### config.mk
export PLATFORM = sky130hd
export DESIGN_NAME = addr_gen
export DESIGN_NICKNAME = d
export VERILOG_FILES = /design/src/rtl/rtl_settings_pkg.sv /design/src/rtl/addr_gen.sv
export SDC_FILE = /design/constraint.sdc
export NUM_CORES = 1
export LEC_CHECK = 0
export BUFFER_PORTS_ARGS = -buffer_cell sky130_fd_sc_hd__buf_2
export CAP_MARGIN = 20
export CORE_MARGIN = 5
export CORE_UTILIZATION = 42
export CTS_CLUSTER_DIAMETER = 30
export DETAILED_ROUTE_END_ITERATION = 8
export HOLD_SLACK_MARGIN = 0.08
export PLACE_DENSITY = 0.58
export SKIP_LAST_GASP = 1
export SLEW_MARGIN = 5
export SYNTH_ARGS = -nofsm -noshare
export SYNTH_HDL_FRONTEND = slang
export SYNTH_SLANG_ARGS = --single-unit
### constraint.sdc
create_clock -name clk_i -period 3.74 [get_ports clk_i]
set_input_delay 1.122 -clock clk_i [delete_from_list [all_inputs] [get_ports clk_i]]
set_output_delay 1.122 -clock clk_i [all_outputs]
set_load 0.05 [all_outputs]
### src/rtl/rtl_settings_pkg.sv
// rtl/rtl_settings_pkg.sv - shared widths, mode enums and compare descriptor for the traffic sequencer
package rtl_settings_pkg;

  localparam int ADDR_W      = 32;
  localparam int DATA_W      = 512;
  localparam int DATA_B_W    = DATA_W / 8;
  localparam int ADDR_B_W    = $clog2(DATA_B_W);
  localparam int CMP_ADDR_W  = ADDR_W - ADDR_B_W;
  localparam int AMM_BURST_W = 8;

  // Address unit of the memory port: "BYTE" or "WORD".
  localparam logic [31:0] ADDR_TYPE    = "BYTE";
  localparam bit          ADDR_IS_BYTE = (ADDR_TYPE == "BYTE");

  typedef enum logic [1:0] {
    READ_ONLY       = 2'd0,
    WRITE_ONLY      = 2'd1,
    WRITE_AND_CHECK = 2'd2
  } test_mode_t;

  typedef enum logic [2:0] {
    FIX_ADDR   = 3'd0,
    RND_ADDR   = 3'd1,
    RUN_0_ADDR = 3'd2,
    RUN_1_ADDR = 3'd3,
    INC_ADDR   = 3'd4
  } addr_mode_t;

  typedef enum logic {
    DATA_FIX  = 1'b0,
    DATA_PRBS = 1'b1
  } data_mode_t;

  typedef struct packed {
    logic [CMP_ADDR_W-1:0]  start_addr;
    logic [ADDR_B_W-1:0]    start_off;
    logic [ADDR_B_W-1:0]    end_off;
    logic                   trans_type;
    logic [AMM_BURST_W-2:0] words_count;
    data_mode_t             data_mode;
    logic [7:0]             data_ptrn;
  } cmp_struct_t;

endpackage

### src/rtl/addr_gen.sv
// rtl/addr_gen.sv - per-transaction address generator (fixed, LFSR, walking bit, incrementing)
// The LFSR survives between runs and is only reseeded by reset.
module addr_gen
  import rtl_settings_pkg::*;
#(
  parameter logic [31:0] LFSR_SEED = 32'hACE1_2345
) (
  input  logic                   clk_i,
  input  logic                   rst_i,
  input  logic                   load_i,
  input  logic                   step_i,
  input  addr_mode_t             mode_i,
  input  logic [ADDR_W-1:0]      base_addr_i,
  input  logic [AMM_BURST_W-2:0] words_i,
  output logic [ADDR_W-1:0]      addr_o
);

  localparam int          K_W       = $clog2(ADDR_W);
  localparam logic [31:0] LFSR_MASK = 32'h8020_0003;

  logic [31:0]       lfsr;
  logic [31:0]       lfsr_nxt;
  logic [K_W-1:0]    k;
  logic [K_W-1:0]    k_nxt;
  logic [ADDR_W-1:0] words_plus1;
  logic [ADDR_W-1:0] incr;

  function automatic logic [ADDR_W-1:0] one_hot(input logic [K_W-1:0] idx);
    return ADDR_W'(1) << idx;
  endfunction

  // Right-shifting Galois form of x^32 + x^22 + x^2 + x + 1.
  assign lfsr_nxt    = (lfsr >> 1) ^ (lfsr[0] ? LFSR_MASK : 32'h0);
  assign k_nxt       = (k == K_W'(ADDR_W - 1)) ? '0 : k + K_W'(1);
  assign words_plus1 = ADDR_W'(words_i) + ADDR_W'(1);
  assign incr        = ADDR_IS_BYTE ? (words_plus1 << ADDR_B_W) : words_plus1;

  always_ff @(posedge clk_i or negedge rst_i) begin
    if (!rst_i) begin
      lfsr   <= LFSR_SEED;
      k      <= '0;
      addr_o <= '0;
    end else if (load_i) begin
      k <= '0;
      case (mode_i)
        RND_ADDR:   addr_o <= ADDR_W'(lfsr);
        RUN_0_ADDR: addr_o <= ~one_hot('0);
        RUN_1_ADDR: addr_o <= one_hot('0);
        default:    addr_o <= base_addr_i;
      endcase
    end else if (step_i) begin
      k <= k_nxt;
      case (mode_i)
        RND_ADDR: begin
          lfsr   <= lfsr_nxt;
          addr_o <= ADDR_W'(lfsr_nxt);
        end
        RUN_0_ADDR: addr_o <= ~one_hot(k_nxt);
        RUN_1_ADDR: addr_o <= one_hot(k_nxt);
        INC_ADDR:   addr_o <= addr_o + incr;
        default:    addr_o <= base_addr_i;
      endcase
    end
  end

endmodule

==> reports/results.txt <==
Outcome -> complete, no violations
Wire length on met2 -> 10,500 um
Worst hold start -> lfsr[29]
Post-Syn Area -> 6070 um^2
Switching Share -> 0.381
CTS resizes -> 0
Number of synthesized register bits -> 69
Max-Slew Margin vs Limit -> 0.472
Post-Syn Instances -> 752
Largest net degree at the start of global routing -> 39
Pre-antenna DRT Iters -> 7
Top sig layer -> met4
Clock sinks -> 69
Initial core utilization -> 0.422
IO Pins -> 78
End of the worst register-to-register path -> addr_o[19]
Post-CTS setup repair buffer count -> 0
Max-Cap Viols -> 0
# diodes -> 0
Routed WL per cell -> 23.5 um
Asr flop ratio synth -> 1.00
DR DRC count -> 0
R2R setup slack -> 400 ps
Vias in the first global route -> 6,139
DR iter-0 viols -> 813
Full die area -> 16,900 um^2
Synth warn -> 0
LEAKAGE -> 2.94 nW
Number of CTS-inserted buffers -> 9
Startpoint Class -> input port
Final instance area -> 7050 um^2
Final setup violation count -> 0
Final Cycle Share -> 0.899
Port buffer count -> 77
Gpl congestion -> 0.950
Synth unique cells -> 92
Width of the die -> 130 um
Final min period -> 3360 ps
Initial antenna violation count -> 0
Fmax -> 297 MHz
Overall Global Routing Usage -> 0.284
Crit Path Class -> input port to flip-flop
Mapped Avg Cell Area -> 8.07 um^2
Clk buf depth -> 2
Hold EP -> lfsr[29]
WL met3 -> 2130 um
Internal power -> 1.60 mW
Most frequent cells in the layout -> nand2_1, buf_2, o21ai_0
Post-synth top area cell -> dfrtp_1
Die Ht -> 130 um
Drt total wl -> 23,800 um
Syn nets -> 815
Hpwl dp -> 18,000 um
Hold buffers post-CTS -> 0
Htree depth -> 3
CP endpoint kind -> flip-flop
Critical Path AT -> 3640 ps
RSZ-0062 raised after global routing -> false
DR vias/cell -> 6.40
Final nets -> 888
Hold Path Cell Cnt -> 2
Hold Violations, Final -> 0
Rows -> 44
Sequential Power Share -> 0.345
First-pass GRT wire length -> 36,600 um
Clk_skew -> 12.4 ps
Routed vias -> 6,493
Util after Layout -> 0.491
Leading cell type in the layout, fill and taps excluded -> nand2_1
Psw -> 984 uW
Power per cell area -> 367 nW/um^2
Tot Pwr -> 2.59 mW
Grt ovf -> 0
Clock share of power -> 0.345
Routed Antenna Nets -> 0
Clock Pin Slew Worst Setup and Hold Paths -> 60 ps
Root Driver -> clkbuf_16
R2R Path Start -> k[0]
Logic gate share of total power -> 0.310
Post-Route M1 WL -> 10,800 um
Worst-case reg-to-reg path depth -> 9
Seq/Total Area, Yosys -> 0.288
CP max FO -> 8
Slew Limit Fails -> 0
Post-synth top area share -> 0.227
Synth top area cells -> dfrtp_1, dfstp_2, o21ai_0, nand2_1, nor2_1
Worst Hold Class -> flip-flop to flip-flop
Worst Tran Pin Value -> 791 ps
Layout cells sized above 1 -> 0.239
CORE AREA -> 14,400 um^2
WP data required -> 4020 ps
Setup_tns -> 0 ps
Max VDD drop -> 213 uV
EDFF count, synth -> 0
P&R area growth vs syn -> 16.3%
Most used flip-flop cell after synthesis -> dfrtp_1
CTS tree -> built
Placed instance area -> 6750 um^2
Clock Latency Late Sink -> 350 ps
-- power by group through the flow --
stage | registers (mW) | logic, mW | clock network (mW)
finish | 0.891 | 0.802 | 0.892
global route | 0.900 | 0.860 | 0.934
CTS | 0.889 | 0.791 | 0.910
detailed placement | 0.901 | 0.786 | 0
global placement | 0.898 | 0.782 | 0
floorplan | 1.03 | 0.375 | 0
-- per-layer routing --
metal,vias to the layer above,global-route usage
li1,2975,-
met1,3142,0.414
met2,340,0.423
met3,36,0.0679
met4,0,0.0727
met5,-,0
-- cell families (layout without fill, tap and decap cells) --
kind of cell | Yosys count | count (layout) | synth area share
buffers and inverters | 80 | 158 | 0.0571
and+or+nand+nor | 242 | 242 | 0.195
adders and majority gates | 22 | 22 | 0.0446
AOI/OAI and AO/OA | 297 | 297 | 0.346
muxes | 26 | 26 | 0.0468
DFF | 69 | 69 | 0.288
xor gates and xnor gates | 16 | 16 | 0.0231
-- cell type report --
type / count / area, um^2
clock inverter: 6 / 62.6
fill: 1399 / 7320
timing repair buffer: 116 / 703
clock buffer: 10 / 239
multi-input combinational: 603 / 3980
sequential: 69 / 1740
tap: 184 / 230
inverter: 26 / 97.6
-- synth_stat cells (all sizes together) (8+ instances only) --
| library cell | instances |
|---|---|
| buf | 24 |
| nor2b | 13 |
| dfstp | 14 |
| a21oi | 47 |
| o21a | 11 |
| o211ai | 22 |
| ha | 16 |
| inv | 26 |
| nor2 | 67 |
| nand2 | 83 |
| and3 | 10 |
| dfrtp | 55 |
| a31oi | 10 |
| a22oi | 14 |
| o21ai | 76 |
| o221ai | 9 |
| a21o | 8 |
| clkbuf | 30 |
| nand3 | 14 |
| xnor2 | 9 |
| o22ai | 13 |
| or3 | 9 |
| nor3 | 10 |
| mux2 | 19 |
-- sequential cells by signal, summed over array words and instances (netlist names) --
signal / cells
addr_o: 32
k: 5
lfsr: 32
-- worst max-delay path: stages --
cell	delay [ps]
buf_2	120
ha_1	210
nand3_1	100
xnor2_1	140
ha_1	320
a21o_1	170
a21oi_1	80
nor2b_1	450
o21bai_1	300
or4_1	530
nand3_1	100
-- metrics by stage --
step                instances  setup slack (ps)  hold WS [ps]
floorplan                 752               501           450
global placement          998               168           464
detailed placement        998              96.9           475
CTS                      1014               441           484
global route             1014               158           510
finish                   1014               377           481
-- worst max-delay path by stage --
stage	from	endpoint	slack (ps)	cells after the start
after floorplan	words_i[0]	addr_o[20]	500	11
after detailed placement	words_i[2]	addr_o[20]	100	10
after global placement	words_i[2]	addr_o[20]	170	10
after CTS	words_i[0]	addr_o[23]	440	11
final	words_i[0]	addr_o[31]	380	11
after global routing	k[0]	addr_o[19]	160	8
(Power assumes the default switching activity.)
